File: config.mk
export PLATFORM = sky130hd
export DESIGN_NAME = hazard_ctrl_flat
export DESIGN_NICKNAME = d
export VERILOG_FILES = /design/src/rtl/hazard_ctrl_pkg.sv /design/src/rtl/hazard_ctrl_if.sv /design/src/rtl/hazard_shadow.sv /design/src/rtl/hazard_ctrl.sv /design/src/flat_wrapper.sv
export SDC_FILE = /design/constraint.sdc
export NUM_CORES = 1
export LEC_CHECK = 0
export CAP_MARGIN = 40
export CORE_MARGIN = 5
export CORE_UTILIZATION = 50
export DETAILED_ROUTE_END_ITERATION = 10
export DONT_BUFFER_PORTS = 1
export GPL_ROUTABILITY_DRIVEN = 0
export SKIP_CTS_REPAIR_TIMING = 1
export SLEW_MARGIN = 10
export SYNTH_ARGS = -nofsm -noshare
export SYNTH_HDL_FRONTEND = slang
export SYNTH_SLANG_ARGS = --single-unit
File: constraint.sdc
create_clock -name clk_i -period 3.45 [get_ports clk_i]
set_clock_uncertainty 0.1 [all_clocks]
set_input_delay 0.5175 -clock clk_i [delete_from_list [all_inputs] [get_ports clk_i]]
set_output_delay 0.5175 -clock clk_i [all_outputs]
set_load 0.05 [all_outputs]
File: src/rtl/hazard_ctrl_pkg.sv
// Shared constants for the hazard controller: RV32 opcodes, FSM encoding and
// the register-use classification of each opcode.
package hazard_ctrl_pkg;

  localparam logic [6:0] OP_R   = 7'b0110011;
  localparam logic [6:0] OP_I   = 7'b0010011;
  localparam logic [6:0] OP_LW  = 7'b0000011;
  localparam logic [6:0] OP_SW  = 7'b0100011;
  localparam logic [6:0] OP_BEQ = 7'b1100011;

  typedef enum logic [1:0] {
    ST_IDLE  = 2'd0,
    ST_RUN   = 2'd1,
    ST_STALL = 2'd2
  } state_e;

  function automatic logic uses_rs1(input logic [6:0] op);
    return (op == OP_R) || (op == OP_I) || (op == OP_LW) ||
           (op == OP_SW) || (op == OP_BEQ);
  endfunction

  function automatic logic uses_rs2(input logic [6:0] op);
    return (op == OP_R) || (op == OP_SW) || (op == OP_BEQ);
  endfunction

endpackage

File: src/rtl/hazard_ctrl_if.sv
// ID-stage <-> hazard controller bundle. Handshake-free: all signals are
// per-cycle levels; the controller answers combinationally in the same cycle.
interface hazard_ctrl_if #(
  parameter int REG_AW = 5,
  parameter int CNT_W  = 32
);
  import hazard_ctrl_pkg::*;

  logic              start_i;
  logic [6:0]        IDOp_i;
  logic [REG_AW-1:0] IDRs1_i;
  logic [REG_AW-1:0] IDRs2_i;
  logic [REG_AW-1:0] IDRd_i;
  logic              IDRegWrite_i;
  logic              IDMemRead_i;
  logic              BranchEq_i;
  logic              NoOp_o;
  logic              PCWrite_o;
  logic              IFIDWrite_o;
  logic              Flush_o;
  logic              Err_o;
`ifdef HAZARD_PERF_CNT_EN
  logic [CNT_W-1:0]  StallCnt_o;
  logic [CNT_W-1:0]  FlushCnt_o;
`endif
  // Debug view: FSM state and {ex_rd, ex_rw, ex_mr, mem_rd, mem_rw, mem_mr}
  state_e              dbg_state;
  logic [2*REG_AW+3:0] dbg_shadow;

  modport master (
    output start_i, IDOp_i, IDRs1_i, IDRs2_i, IDRd_i,
           IDRegWrite_i, IDMemRead_i, BranchEq_i,
    input  NoOp_o, PCWrite_o, IFIDWrite_o, Flush_o, Err_o,
`ifdef HAZARD_PERF_CNT_EN
    input  StallCnt_o, FlushCnt_o,
`endif
    input  dbg_state, dbg_shadow
  );

  modport slave (
    input  start_i, IDOp_i, IDRs1_i, IDRs2_i, IDRd_i,
           IDRegWrite_i, IDMemRead_i, BranchEq_i,
    output NoOp_o, PCWrite_o, IFIDWrite_o, Flush_o, Err_o,
`ifdef HAZARD_PERF_CNT_EN
    output StallCnt_o, FlushCnt_o,
`endif
    output dbg_state, dbg_shadow
  );

endinterface

File: src/rtl/hazard_shadow.sv
// Two-stage EX/MEM shadow of destination info. A killed slot enters EX as
// all zeros, which is exactly what a bubble looks like downstream.
module hazard_shadow #(
  parameter int REG_AW = 5
) (
  input  logic              clk_i,
  input  logic              rst_i,
  input  logic              en_i,
  input  logic              kill_i,
  input  logic [REG_AW-1:0] id_rd_i,
  input  logic              id_rw_i,
  input  logic              id_mr_i,
  output logic [REG_AW-1:0] ex_rd_o,
  output logic              ex_rw_o,
  output logic              ex_mr_o,
  output logic [REG_AW-1:0] mem_rd_o,
  output logic              mem_rw_o,
  output logic              mem_mr_o
);

  logic [REG_AW-1:0] ex_rd_q, ex_rd_d, mem_rd_q, mem_rd_d;
  logic              ex_rw_q, ex_rw_d, mem_rw_q, mem_rw_d;
  logic              ex_mr_q, ex_mr_d, mem_mr_q, mem_mr_d;

  always_comb begin
    ex_rd_d  = '0;
    ex_rw_d  = 1'b0;
    ex_mr_d  = 1'b0;
    mem_rd_d = '0;
    mem_rw_d = 1'b0;
    mem_mr_d = 1'b0;
    if (en_i) begin
      mem_rd_d = ex_rd_q;
      mem_rw_d = ex_rw_q;
      mem_mr_d = ex_mr_q;
      if (!kill_i) begin
        ex_rd_d = id_rd_i;
        ex_rw_d = id_rw_i;
        ex_mr_d = id_mr_i;
      end
    end
  end

  always_ff @(posedge clk_i or posedge rst_i) begin
    if (rst_i) begin
      ex_rd_q  <= '0;
      ex_rw_q  <= 1'b0;
      ex_mr_q  <= 1'b0;
      mem_rd_q <= '0;
      mem_rw_q <= 1'b0;
      mem_mr_q <= 1'b0;
    end else begin
      ex_rd_q  <= ex_rd_d;
      ex_rw_q  <= ex_rw_d;
      ex_mr_q  <= ex_mr_d;
      mem_rd_q <= mem_rd_d;
      mem_rw_q <= mem_rw_d;
      mem_mr_q <= mem_mr_d;
    end
  end

  assign ex_rd_o  = ex_rd_q;
  assign ex_rw_o  = ex_rw_q;
  assign ex_mr_o  = ex_mr_q;
  assign mem_rd_o = mem_rd_q;
  assign mem_rw_o = mem_rw_q;
  assign mem_mr_o = mem_mr_q;

endmodule

File: src/rtl/hazard_ctrl.sv
// Load-use / ID-branch hazard controller with start gating and stall-runaway
// flag. Define HAZARD_PERF_CNT_EN to add saturating stall/flush counters.
module hazard_ctrl
  import hazard_ctrl_pkg::*;
#(
  parameter int REG_AW    = 5,
  parameter int MAX_STALL = 2,
  parameter int CNT_W     = 32
) (
  input logic          clk_i,
  input logic          rst_i,
  hazard_ctrl_if.slave bus
);

  localparam int SCNT_W = $clog2(MAX_STALL + 2);

  state_e            state_q, state_d;
  logic [SCNT_W-1:0] scnt_q, scnt_d;
  logic              err_q, err_d;

  logic [REG_AW-1:0] ex_rd, mem_rd;
  logic              ex_rw, ex_mr, mem_rw, mem_mr;
  logic              active, stall, is_beq, rs1_used, rs2_used;
  logic              ex_match, mem_match, h_lu, h_bex, h_bmem;
  logic              noop, pc_write, flush;

  always_comb begin
    active    = (state_q != ST_IDLE);
    rs1_used  = uses_rs1(bus.IDOp_i);
    rs2_used  = uses_rs2(bus.IDOp_i);
    is_beq    = (bus.IDOp_i == OP_BEQ);
    // x0 is hardwired, so a pending write to it can never be a dependency
    ex_match  = (ex_rd != '0) &&
                ((rs1_used && ex_rd == bus.IDRs1_i) || (rs2_used && ex_rd == bus.IDRs2_i));
    mem_match = (mem_rd != '0) &&
                ((rs1_used && mem_rd == bus.IDRs1_i) || (rs2_used && mem_rd == bus.IDRs2_i));
    h_lu      = ex_mr && ex_match;
    h_bex     = is_beq && ex_rw && ex_match;
    h_bmem    = is_beq && mem_mr && mem_match;
    stall     = h_lu || h_bex || h_bmem;
    noop      = active ? stall : 1'b1;
    pc_write  = active && !stall;
    // A stalled branch is not resolved yet; it re-evaluates after the bubble
    flush     = active && !stall && is_beq && bus.BranchEq_i;
  end

  always_comb begin
    state_d = state_q;
    scnt_d  = scnt_q;
    err_d   = err_q;
    unique case (state_q)
      ST_IDLE: begin
        scnt_d = '0;
        if (bus.start_i) state_d = ST_RUN;
      end
      ST_RUN: begin
        if (stall) begin
          state_d = ST_STALL;
          scnt_d  = SCNT_W'(1);
        end
      end
      ST_STALL: begin
        if (stall) begin
          if (scnt_q != '1) scnt_d = scnt_q + SCNT_W'(1);
          if (scnt_q >= SCNT_W'(MAX_STALL)) err_d = 1'b1;
        end else begin
          state_d = ST_RUN;
          scnt_d  = '0;
        end
      end
      default: state_d = ST_IDLE;
    endcase
    if (active && !bus.start_i) begin
      state_d = ST_IDLE;
      scnt_d  = '0;
    end
  end

  always_ff @(posedge clk_i or posedge rst_i) begin
    if (rst_i) begin
      state_q <= ST_IDLE;
      scnt_q  <= '0;
      err_q   <= 1'b0;
    end else begin
      state_q <= state_d;
      scnt_q  <= scnt_d;
      err_q   <= err_d;
    end
  end

  hazard_shadow #(.REG_AW(REG_AW)) u_shadow (
    .clk_i    (clk_i),
    .rst_i    (rst_i),
    .en_i     (active),
    .kill_i   (noop || !bus.start_i),
    .id_rd_i  (bus.IDRd_i),
    .id_rw_i  (bus.IDRegWrite_i),
    .id_mr_i  (bus.IDMemRead_i),
    .ex_rd_o  (ex_rd),
    .ex_rw_o  (ex_rw),
    .ex_mr_o  (ex_mr),
    .mem_rd_o (mem_rd),
    .mem_rw_o (mem_rw),
    .mem_mr_o (mem_mr)
  );

  assign bus.NoOp_o      = noop;
  assign bus.PCWrite_o   = pc_write;
  assign bus.IFIDWrite_o = pc_write;
  assign bus.Flush_o     = flush;
  assign bus.Err_o       = err_q;
  assign bus.dbg_state   = state_q;
  assign bus.dbg_shadow  = {ex_rd, ex_rw, ex_mr, mem_rd, mem_rw, mem_mr};

`ifdef HAZARD_PERF_CNT_EN
  logic [CNT_W-1:0] stall_cnt_q, stall_cnt_d, flush_cnt_q, flush_cnt_d;

  always_comb begin
    stall_cnt_d = stall_cnt_q;
    flush_cnt_d = flush_cnt_q;
    if (active && stall && stall_cnt_q != '1) stall_cnt_d = stall_cnt_q + CNT_W'(1);
    if (flush && flush_cnt_q != '1)           flush_cnt_d = flush_cnt_q + CNT_W'(1);
  end

  always_ff @(posedge clk_i or posedge rst_i) begin
    if (rst_i) begin
      stall_cnt_q <= '0;
      flush_cnt_q <= '0;
    end else begin
      stall_cnt_q <= stall_cnt_d;
      flush_cnt_q <= flush_cnt_d;
    end
  end

  assign bus.StallCnt_o = stall_cnt_q;
  assign bus.FlushCnt_o = flush_cnt_q;
`endif

endmodule

File: src/flat_wrapper.sv
// flat-port wrapper written by rule: the top's interface ports become plain ports
module hazard_ctrl_flat import hazard_ctrl_pkg::*;
#(
  parameter int REG_AW    = 5,
  parameter int MAX_STALL = 2,
  parameter int CNT_W     = 32
)
  (clk_i, rst_i, bus_start_i, bus_IDOp_i, bus_IDRs1_i, bus_IDRs2_i, bus_IDRd_i, bus_IDRegWrite_i, bus_IDMemRead_i, bus_BranchEq_i, bus_NoOp_o, bus_PCWrite_o, bus_IFIDWrite_o, bus_Flush_o, bus_Err_o, bus_dbg_state, bus_dbg_shadow);
  hazard_ctrl_if #(.REG_AW(REG_AW), .CNT_W(CNT_W)) bus_i ();
  input logic clk_i;
  input logic rst_i;
  input wire logic [$bits(bus_i.start_i)-1:0] bus_start_i;
  input wire logic [$bits(bus_i.IDOp_i)-1:0] bus_IDOp_i;
  input wire logic [$bits(bus_i.IDRs1_i)-1:0] bus_IDRs1_i;
  input wire logic [$bits(bus_i.IDRs2_i)-1:0] bus_IDRs2_i;
  input wire logic [$bits(bus_i.IDRd_i)-1:0] bus_IDRd_i;
  input wire logic [$bits(bus_i.IDRegWrite_i)-1:0] bus_IDRegWrite_i;
  input wire logic [$bits(bus_i.IDMemRead_i)-1:0] bus_IDMemRead_i;
  input wire logic [$bits(bus_i.BranchEq_i)-1:0] bus_BranchEq_i;
  output wire logic [$bits(bus_i.NoOp_o)-1:0] bus_NoOp_o;
  output wire logic [$bits(bus_i.PCWrite_o)-1:0] bus_PCWrite_o;
  output wire logic [$bits(bus_i.IFIDWrite_o)-1:0] bus_IFIDWrite_o;
  output wire logic [$bits(bus_i.Flush_o)-1:0] bus_Flush_o;
  output wire logic [$bits(bus_i.Err_o)-1:0] bus_Err_o;
  output wire logic [$bits(bus_i.dbg_state)-1:0] bus_dbg_state;
  output wire logic [$bits(bus_i.dbg_shadow)-1:0] bus_dbg_shadow;
  assign bus_i.start_i = bus_start_i;
  assign bus_i.IDOp_i = bus_IDOp_i;
  assign bus_i.IDRs1_i = bus_IDRs1_i;
  assign bus_i.IDRs2_i = bus_IDRs2_i;
  assign bus_i.IDRd_i = bus_IDRd_i;
  assign bus_i.IDRegWrite_i = bus_IDRegWrite_i;
  assign bus_i.IDMemRead_i = bus_IDMemRead_i;
  assign bus_i.BranchEq_i = bus_BranchEq_i;
  assign bus_NoOp_o = bus_i.NoOp_o;
  assign bus_PCWrite_o = bus_i.PCWrite_o;
  assign bus_IFIDWrite_o = bus_i.IFIDWrite_o;
  assign bus_Flush_o = bus_i.Flush_o;
  assign bus_Err_o = bus_i.Err_o;
  assign bus_dbg_state = bus_i.dbg_state;
  assign bus_dbg_shadow = bus_i.dbg_shadow;
  hazard_ctrl #(.REG_AW(REG_AW), .MAX_STALL(MAX_STALL), .CNT_W(CNT_W)) u_core (.clk_i(clk_i), .rst_i(rst_i), .bus(bus_i));
endmodule
==> metrics.log, run 1 <==
INFO  metric run_status = completed
INFO  metric rr_worst_depth = 6
INFO  metric clock_path_buffers = 2
INFO  metric detailedRoute.firstIterationViolations = 23
INFO  metric n_fill_cell = 207
INFO  metric final-max-slew-violation-count = 0
INFO  metric worst-path-max-fanout = 7
INFO  metric detail_route.wl_per_cell = 16.8 microns
INFO  metric ios = 49
INFO  metric hold_viol_final = 0
INFO  metric pin_count_of_the_biggest_net_entering_global_routing = 20
INFO  metric detailedPlace.worstSlack = 0.686 ns
INFO  metric crit_path_start_kind = flip-flop
INFO  metric post_synth_and_or_nand_nor_area_fraction = 0.206
INFO  metric seq_area_frac_synth = 0.400
INFO  metric ys_seq_elements = 19
INFO  metric timing.critical_path.to = bus_Flush_o
INFO  metric worst_skew_pair.late_latency = 0.30 ns
INFO  metric critPathKind = reg2out
INFO  metric dieArea = 0.00346 sq mm
INFO  metric setup_viol = 0
INFO  metric estimated_wirelength_of_the_detail_placed_design = 2170 microns
INFO  metric critical_path.top_delay_family = simple AND/OR/NAND/NOR gates
INFO  metric globalRouteTotalUtil = 0.161
INFO  metric nets = 160
INFO  metric timing.critical_path.slowest_stage_cell = or4_1
INFO  metric critical_path.n_buffers_inverters = 2
INFO  metric reg2reg_from = u_core.bus.dbg_state[1]
INFO  metric post_synth.cell_area_avg = 9.83 sq um
INFO  metric die-width = 58.8 microns
INFO  metric dr_total_vias = 865
INFO  metric h-tree-depth = 1
INFO  metric unrepaired_setup_endpoints_after_global_routing = no
INFO  metric timing.critical_path.cells = buf_4 -> or4_1 -> o211ai_1 -> a21oi_1 -> a22o_1 -> nor2_2 -> and3_1 -> buf_12
INFO  metric sum_of_internal_switching_and_leakage_power = 0.000846 W
INFO  metric clockRootBuffer = clkbuf_4
INFO  metric synth_adder_area_share = 0.0526
INFO  metric post_synth_top_area_cell = dfrtp_1
INFO  metric drt-vias-per-instance = 5.62
INFO  metric number_of_clock_buffers_inserted_by_tritoncts = 3
INFO  metric required = 2.83 ns
INFO  metric clock_sinks = 19
INFO  metric maxClockFrequency = 326 MHz
INFO  metric antenna_found_initial = 0
INFO  metric row_count = 17
INFO  metric synth_mux_area_frac = 0.0210
INFO  metric netlist_area = 0.00119 sq mm
INFO  metric crit_cells = 8
INFO  metric drc = 0
INFO  metric synth_top_area_cells = dfrtp_1 (40%), xnor2_1 (15%), ha_1 (5.3%), and3_1 (4.7%), nor2b_1 (4.2%)
INFO  metric pwr_density_cell = 661 mW/mm^2
INFO  metric start_util = 0.533
INFO  metric synthDominantCellAreaShare = 0.400
INFO  metric total_neg_setup_slack = 0 ns
INFO  metric yosys_warnings = 0
INFO  metric wire_length_of_the_first_global_routing_pass = 4310 microns
INFO  metric final_period_minus_worst_setup_slack = 3.07 ns
INFO  metric compound_gate_fraction_of_synth_area = 0.114
INFO  metric flop2flop_setup_slack = 0.68 ns
INFO  metric timing.max_slew.rel_slack = 0.534
INFO  metric nature_of_the_critical_path_endpoint = output port
INFO  metric number_of_global_route_vias_before_repair = 925
INFO  metric drive_above_1_share = 0.103
INFO  metric layout_setup_ws = 0.379 ns
INFO  metric synthCells = 121
INFO  metric worstSetupStartpoint = u_core.u_shadow.ex_rd_o[1]
INFO  metric syn-num-nets = 154
INFO  metric firstDrtPassIters = 4
INFO  metric p_leak = 0.598 nW
INFO  metric postRouteWirelength = 2580 microns
INFO  metric max-cap-violations = 0
INFO  metric tightest_slew = 0.698 ns
INFO  metric worstPathArrival = 2.45 ns
INFO  metric count_of_inserted_antenna_diode_cells = 0
INFO  metric max_stage_delay = 0.42 ns
INFO  metric core_area = 0.00223 sq mm
INFO  metric antenna_violating_nets_post_route = 0
INFO  metric synth.distinct_cells = 35
INFO  metric min-delay-path-class = in2async
INFO  metric synth_xor_xnor_area_share = 0.147
INFO  metric gr-total-overflow = 0
INFO  metric place.port_buffers = 0
INFO  metric syn2layout_area_growth = 7.68%
INFO  metric ir_worst_vdd = 0.565 mV
INFO  metric die_y = 58.8 microns
INFO  metric cts_tree = built
INFO  metric crit-reg2reg-capture = u_core.scnt_q[1]
INFO  metric post-route-period-util = 0.890
INFO  metric cts.clk_slew.worst_paths = 0.11 ns
INFO  metric dominant_combinational_cell_family_by_area_after_synthesis = simple AND/OR/NAND/NOR gates
-- Yosys cell counts --
cell / n
mux2_4: 1
o22a_1: 1
a32o_1: 1
nor2_1: 4
nor3b_1: 1
ha_1: 5
nand2b_1: 2
nand3_1: 3
nand4b_1: 1
buf_4: 5
o211ai_1: 1
buf_1: 2
xnor2_1: 20
a22oi_1: 1
a21oi_1: 2
dfrtp_1: 19
a22o_1: 1
nand2_1: 6
nor4bb_1: 1
nor3_1: 3
o21ai_0: 4
and3_1: 9
and4b_1: 1
and4_1: 1
o22ai_1: 2
a311o_1: 1
or4_1: 1
a21o_1: 2
o311ai_0: 1
nand4_1: 1
nor2b_1: 8
inv_1: 7
a221oi_1: 1
o21a_1: 1
mux2i_1: 1
-- flip-flops by register name (all words and copies together) (netlist names) --
name / count
u_core.u_shadow.ex_rd_o: 5
u_core.u_shadow.mem_rd_o: 5
u_core.bus.dbg_state: 2
u_core.scnt_q: 2
u_core.bus.Err_o: 1
u_core.u_shadow.ex_mr_o: 1
u_core.u_shadow.ex_rw_o: 1
u_core.u_shadow.mem_mr_o: 1
u_core.u_shadow.mem_rw_o: 1
-- area by class of cell --
type | instances | area (sq um) | area share
Multi-Input combinational cell | 88 | 646 | 0.504
Sequential cell | 19 | 475 | 0.371
Timing Repair Buffer | 8 | 72.6 | 0.0566
Tap cell | 28 | 35.0 | 0.0273
Clock buffer | 4 | 26.3 | 0.0205
Inverter | 7 | 26.3 | 0.0205
-- cell usage in the layout (no fill, tap or decap), types with 4 or more instances in the layout --
cell type / Yosys / routed
dfrtp_1: 19 / 19
inv_1: 7 / 7
xnor2_1: 20 / 20
and3_1: 9 / 9
nor2b_1: 8 / 8
ha_1: 5 / 5
buf_4: 5 / 7
o21ai_0: 4 / 4
nand2_1: 6 / 6
-- worst min path at each step --
stage	endpoint	slack, ns	startpoint
2_1_floorplan	u_core.bus.Err_o	0.37	rst_i
3_5_place_dp	u_core.u_shadow.ex_rd_o[0]	0.46	rst_i
4_1_cts	u_core.bus.Err_o	0.13	rst_i
3_3_place_gp	u_core.u_shadow.ex_rd_o[1]	0.45	rst_i
6_report	u_core.u_shadow.mem_mr_o	0.10	rst_i
5_1_grt	u_core.u_shadow.mem_mr_o	0.17	rst_i
-- logic make-up after synthesis --
kind of cell,after synthesis
AOI/OAI and AO/OA,19
buffers and inverters,14
DFF,19
and+or+nand+nor,42
muxes,2
adders and majority gates,5
xor gates and xnor gates,20
-- per-stage QoR --
stage / area, sq um / cells / hold slack (ns) / util
after floorplan: 1190 / 121 / 0.369 / -
after global placement: 1250 / 150 / 0.449 / 0.562
after detailed placement: 1250 / 150 / 0.456 / 0.562
after CTS: 1280 / 154 / 0.132 / 0.574
after global routing: 1280 / 154 / 0.169 / 0.574
final: 1280 / 154 / 0.102 / 0.574
-- routing by layer --
layer | vias up | part of all wire | track usage
li1 | 428 | - | -
met1 | 402 | 0.44 | 0.204
met2 | 35 | 0.45 | 0.268
met3 | 0 | 0.11 | 0.0658
met4 | 0 | 0 | 0.00971
met5 | - | 0 | 0
-- worst reg2reg max path: stages, from the launching register on --
cell,delay (ns)
dfrtp_1,0.62
inv_1,0.20
ha_1,0.50
o21ai_0,0.18
a221oi_1,0.48
a311o_1,0.27
mux2_4,0.31
-- power by group --
group	switching, W	internal [W]	total (W)
registers	0.000103	0.000253	0.000356
logic	0.000244	0.000134	0.000378
clock network	0.0000678	0.0000450	0.000113
Power figures use the tool's default switching activity.
==> run 2: changes to the inputs <==
--- a/config.mk
+++ b/config.mk
@@ -12,7 +12,7 @@
 export DONT_BUFFER_PORTS = 1
 export GPL_ROUTABILITY_DRIVEN = 0
 export SKIP_CTS_REPAIR_TIMING = 1
-export SLEW_MARGIN = 10
+export SLEW_MARGIN = 20
 export SYNTH_ARGS = -nofsm -noshare
 export SYNTH_HDL_FRONTEND = slang
 export SYNTH_SLANG_ARGS = --single-unit
==> results of run 2 <==
Final layout, timing and power as in run 1 (identical DEF).
==> run 3: changes to the inputs <==
--- a/config.mk
+++ b/config.mk
@@ -5,6 +5,7 @@
 export SDC_FILE = /design/constraint.sdc
 export NUM_CORES = 1
 export LEC_CHECK = 0
+export ABC_AREA = 1
 export CAP_MARGIN = 40
 export CORE_MARGIN = 5
 export CORE_UTILIZATION = 50
==> run 3 against run 2 <==
  * Flip-flop and latch count unchanged
  * Critical endpoint unchanged
  * Via count increased by 38%
  * Maximum frequency decreased by 5.7%
  * Final cell count increased by 60%
  * Register-to-register slack improved by 0.35 ns
  * Critical path depth increased by 3
  * Largest power group unchanged
  * Total power increased by 21%
  * Sequential power increased by 16%
==> metrics.log, run 3 <==
INFO  metric pwr_density_cell = 684 mW/mm^2
INFO  metric synth.most_common_cell = nand2_1
INFO  metric place.port_buffers = 0
INFO  metric estimated_wirelength_of_the_detail_placed_design = 2540 microns
INFO  metric pin_count_of_the_biggest_net_entering_global_routing = 20
INFO  metric unrepaired_setup_endpoints_after_global_routing = no
INFO  metric drt-vias-per-instance = 4.83
INFO  metric cts.clk_slew.worst_paths = 0.12 ns
INFO  metric cts_tree = built
INFO  metric async_flop_share = 1.00
INFO  metric max-cap-violations = 0
INFO  metric final-max-slew-violation-count = 0
INFO  metric detailedRoute.firstIterationViolations = 49
INFO  metric run_status = completed
INFO  metric firstDrtPassIters = 4
INFO  metric timing.critical_path.slowest_stage_cell = dfrtp_1
INFO  metric intPower = 0.000446 W
INFO  metric gr-total-overflow = 0
INFO  metric comb_power_share = 0.483
INFO  metric post_synth_top_area_cell = dfrtp_1
INFO  metric die-width = 63.6 microns
INFO  metric detail_route.wl_per_cell = 12.6 microns
INFO  metric clock_path_buffers = 2
INFO  metric max_stage_delay = 0.74 ns
INFO  metric power.share.switching = 0.564
INFO  metric netlist_area = 0.00144 sq mm
INFO  metric mostFrequentLayoutCell = nand2_1
INFO  metric die_y = 63.6 microns
INFO  metric flop2flop_setup_slack = 1.03 ns
INFO  metric final_design_area_no_fill = 0.00150 sq mm
INFO  metric required = 2.83 ns
INFO  metric synthDominantCellAreaShare = 0.331
INFO  metric total_neg_setup_slack = 0 ns
INFO  metric wire_length_of_the_first_global_routing_pass = 5420 microns
INFO  metric synth_enable_flop_cells = 0
INFO  metric timing.critical_path.cells = nand2_1 -> nand2_1 -> nor2_1 -> nand3_1 -> nand2_1 -> nand2_2 -> nand2_4 -> nor2_4 -> inv_1 -> nor2_1 -> buf_4
INFO  metric tightest_slew = 0.743 ns
INFO  metric dieArea = 0.00405 sq mm
INFO  metric ys_seq_elements = 19
INFO  metric sequentialPowerShare = 0.402
INFO  metric min-delay-path-class = in2async
INFO  metric crit-reg2reg-capture = u_core.u_shadow.ex_rd_o[2]
INFO  metric critPathMostFrequentCell = nand2_1
INFO  metric critPathKind = reg2out
INFO  metric nature_of_the_critical_path_endpoint = output port
INFO  metric p_leak = 0.852 nW
INFO  metric drive_above_1_share = 0.204
INFO  metric reg2reg_from = u_core.u_shadow.ex_rd_o[3]
INFO  metric place_area = 0.00147 sq mm
INFO  metric number_of_global_route_vias_before_repair = 1198
INFO  metric syn-num-nets = 247
INFO  metric synthCells = 214
INFO  metric drc = 0
INFO  metric ys.flop_type = dfrtp_1
INFO  metric n_fill_cell = 295
INFO  metric critical_path.n_buffers_inverters = 2
INFO  metric worst-path-max-fanout = 5
INFO  metric seq_area_frac_synth = 0.331
INFO  metric antenna_violating_nets_post_route = 0
INFO  metric critical_path.top_delay_family = simple AND/OR/NAND/NOR gates
INFO  metric worst_skew_pair.late_latency = 0.29 ns
INFO  metric ios = 49
INFO  metric yosys_warnings = 0
INFO  metric switching_power_total = 0.000578 W
INFO  metric number_of_clock_buffers_inserted_by_tritoncts = 3
INFO  metric clockRootBuffer = clkbuf_4
INFO  metric worstPathArrival = 2.64 ns
INFO  metric postRouteWirelength = 3110 microns
INFO  metric post_synth.cell_area_avg = 6.72 sq um
INFO  metric sum_of_internal_switching_and_leakage_power = 0.00102 W
INFO  metric maxClockFrequency = 307 MHz
INFO  metric post-route-period-util = 0.944
INFO  metric globalRouteTotalUtil = 0.166
INFO  metric dr_total_vias = 1194
INFO  metric row_count = 19
INFO  metric synth_commonest_cells = nand2_1 (65), inv_1 (36), nor2_1 (27)
INFO  metric h-tree-depth = 1
INFO  metric nets = 250
INFO  metric core_area = 0.00276 sq mm
INFO  metric final_cell_mix = nand2_1 (65), inv_1 (36), nor2_1 (27)
INFO  metric synth.distinct_cells = 25
INFO  metric rr_worst_depth = 10
INFO  metric antenna_found_initial = 0
INFO  metric ir_worst_vdd = 0.669 mV
INFO  metric start_util = 0.521
INFO  metric crit_path_start_kind = flip-flop
INFO  metric count_of_inserted_antenna_diode_cells = 0
INFO  metric holdWs = 0.123 ns
INFO  metric setup_viol = 0
INFO  metric timing.max_slew.rel_slack = 0.504
INFO  metric hold_viol_final = 0
INFO  metric synth_top_area_cells = dfrtp_1 (33%), nand2_1 (17%), inv_1 (9.4%), nor2_1 (7.0%), ha_1 (4.4%)
INFO  metric clock_sinks = 19
INFO  metric p_clk_frac = 0.115
INFO  metric syn2layout_area_growth = 4.09%
INFO  metric final_period_minus_worst_setup_slack = 3.26 ns
==> run 3: cell types whose count changed in the layout (fill, tap and decap cells not counted), sizes merged, moves of 2 or more <==
| cell | before | now |
|---|---|---|
| nor3 | 3 | 1 |
| nand2b | 2 | 0 |
| inv | 7 | 43 |
| nand3 | 3 | 14 |
| nand2 | 6 | 73 |
| a21oi | 2 | 4 |
| o22ai | 2 | 0 |
| xnor2 | 20 | 3 |
| nor2 | 4 | 39 |
| a21o | 2 | 0 |
| buf | 8 | 4 |
| and3 | 9 | 0 |
| nor2b | 8 | 0 |
==> run 3: worst register-to-register path, stage by stage, from the launching register on <==
cell and delay [ns]:
dfrtp_1 0.74, nand2_1 0.12, nand2_1 0.08, nor2_1 0.04
nand3_1 0.07, nand2_1 0.07, nand2_2 0.10, nand2_4 0.10
nor2_4 0.57, nand2_4 0.23, nor2_2 0.14
==> run 3: logic make-up after synthesis <==
family                   Yosys count  share of synthesized area
XOR/XNOR                           3                     0.0183
flip-flops                        19                      0.331
AND/OR/NAND/NOR                  128                      0.419
AO/OA/AOI/OAI                      9                     0.0453
buffers and inverters             50                      0.144
adder cells (fa/ha/maj)            5                     0.0435
==> run 3: layer usage <==
layer	routed length, microns	GRT usage	part of all wire
met5	0	0	0
met1	1390	0.219	0.45
met2	1410	0.265	0.45
met3	289	0.0568	0.093
met4	17	0.0312	0.0055
==> run 3: worst max-delay path by stage <==
| stage | from | slack (ns) | cells after the start | endpoint |
|---|---|---|---|---|
| 6_report | u_core.u_shadow.ex_rd_o[3] | 0.19 | 11 | bus_Flush_o |
| 5_1_grt | u_core.u_shadow.ex_rd_o[3] | 0.001 | 11 | bus_Flush_o |
| 4_1_cts | u_core.u_shadow.ex_rd_o[2] | 0.17 | 11 | bus_Flush_o |
| 3_5_place_dp | u_core.u_shadow.ex_rd_o[2] | 0.53 | 11 | bus_Flush_o |
| 3_3_place_gp | u_core.u_shadow.ex_rd_o[2] | 0.55 | 11 | bus_Flush_o |
| 2_1_floorplan | u_core.bus.dbg_state[0] | 0.10 | 6 | bus_Flush_o |
==> run 3: power by group through the flow <==
stage / Combinational, W / Sequential [W] / Clock [W]
3_5_place_dp: 0.000498 / 0.000416 / 0
4_1_cts: 0.000500 / 0.000411 / 0.000123
3_3_place_gp: 0.000493 / 0.000416 / 0
5_1_grt: 0.000552 / 0.000421 / 0.000134
6_report: 0.000495 / 0.000412 / 0.000118
2_1_floorplan: 0.000415 / 0.000416 / 0
==> run 3: cell type report <==
cell class,instances,area [sq um],share of cell area
multi-input cells,145,756,0.505
repair buffers,4,30.0,0.0201
clock buffers,4,26.3,0.0176
well taps,31,38.8,0.0259
flip-flops and latches,19,480,0.321
inverters,44,165,0.110
==> run 3: metrics by stage <==
step	setup slack [ns]	utilization	cells
finish	0.194	0.543	247
global route	0.00111	0.543	247
CTS	0.173	0.541	247
detailed placement	0.526	0.531	243
global placement	0.548	0.531	243
floorplan	0.101	-	214
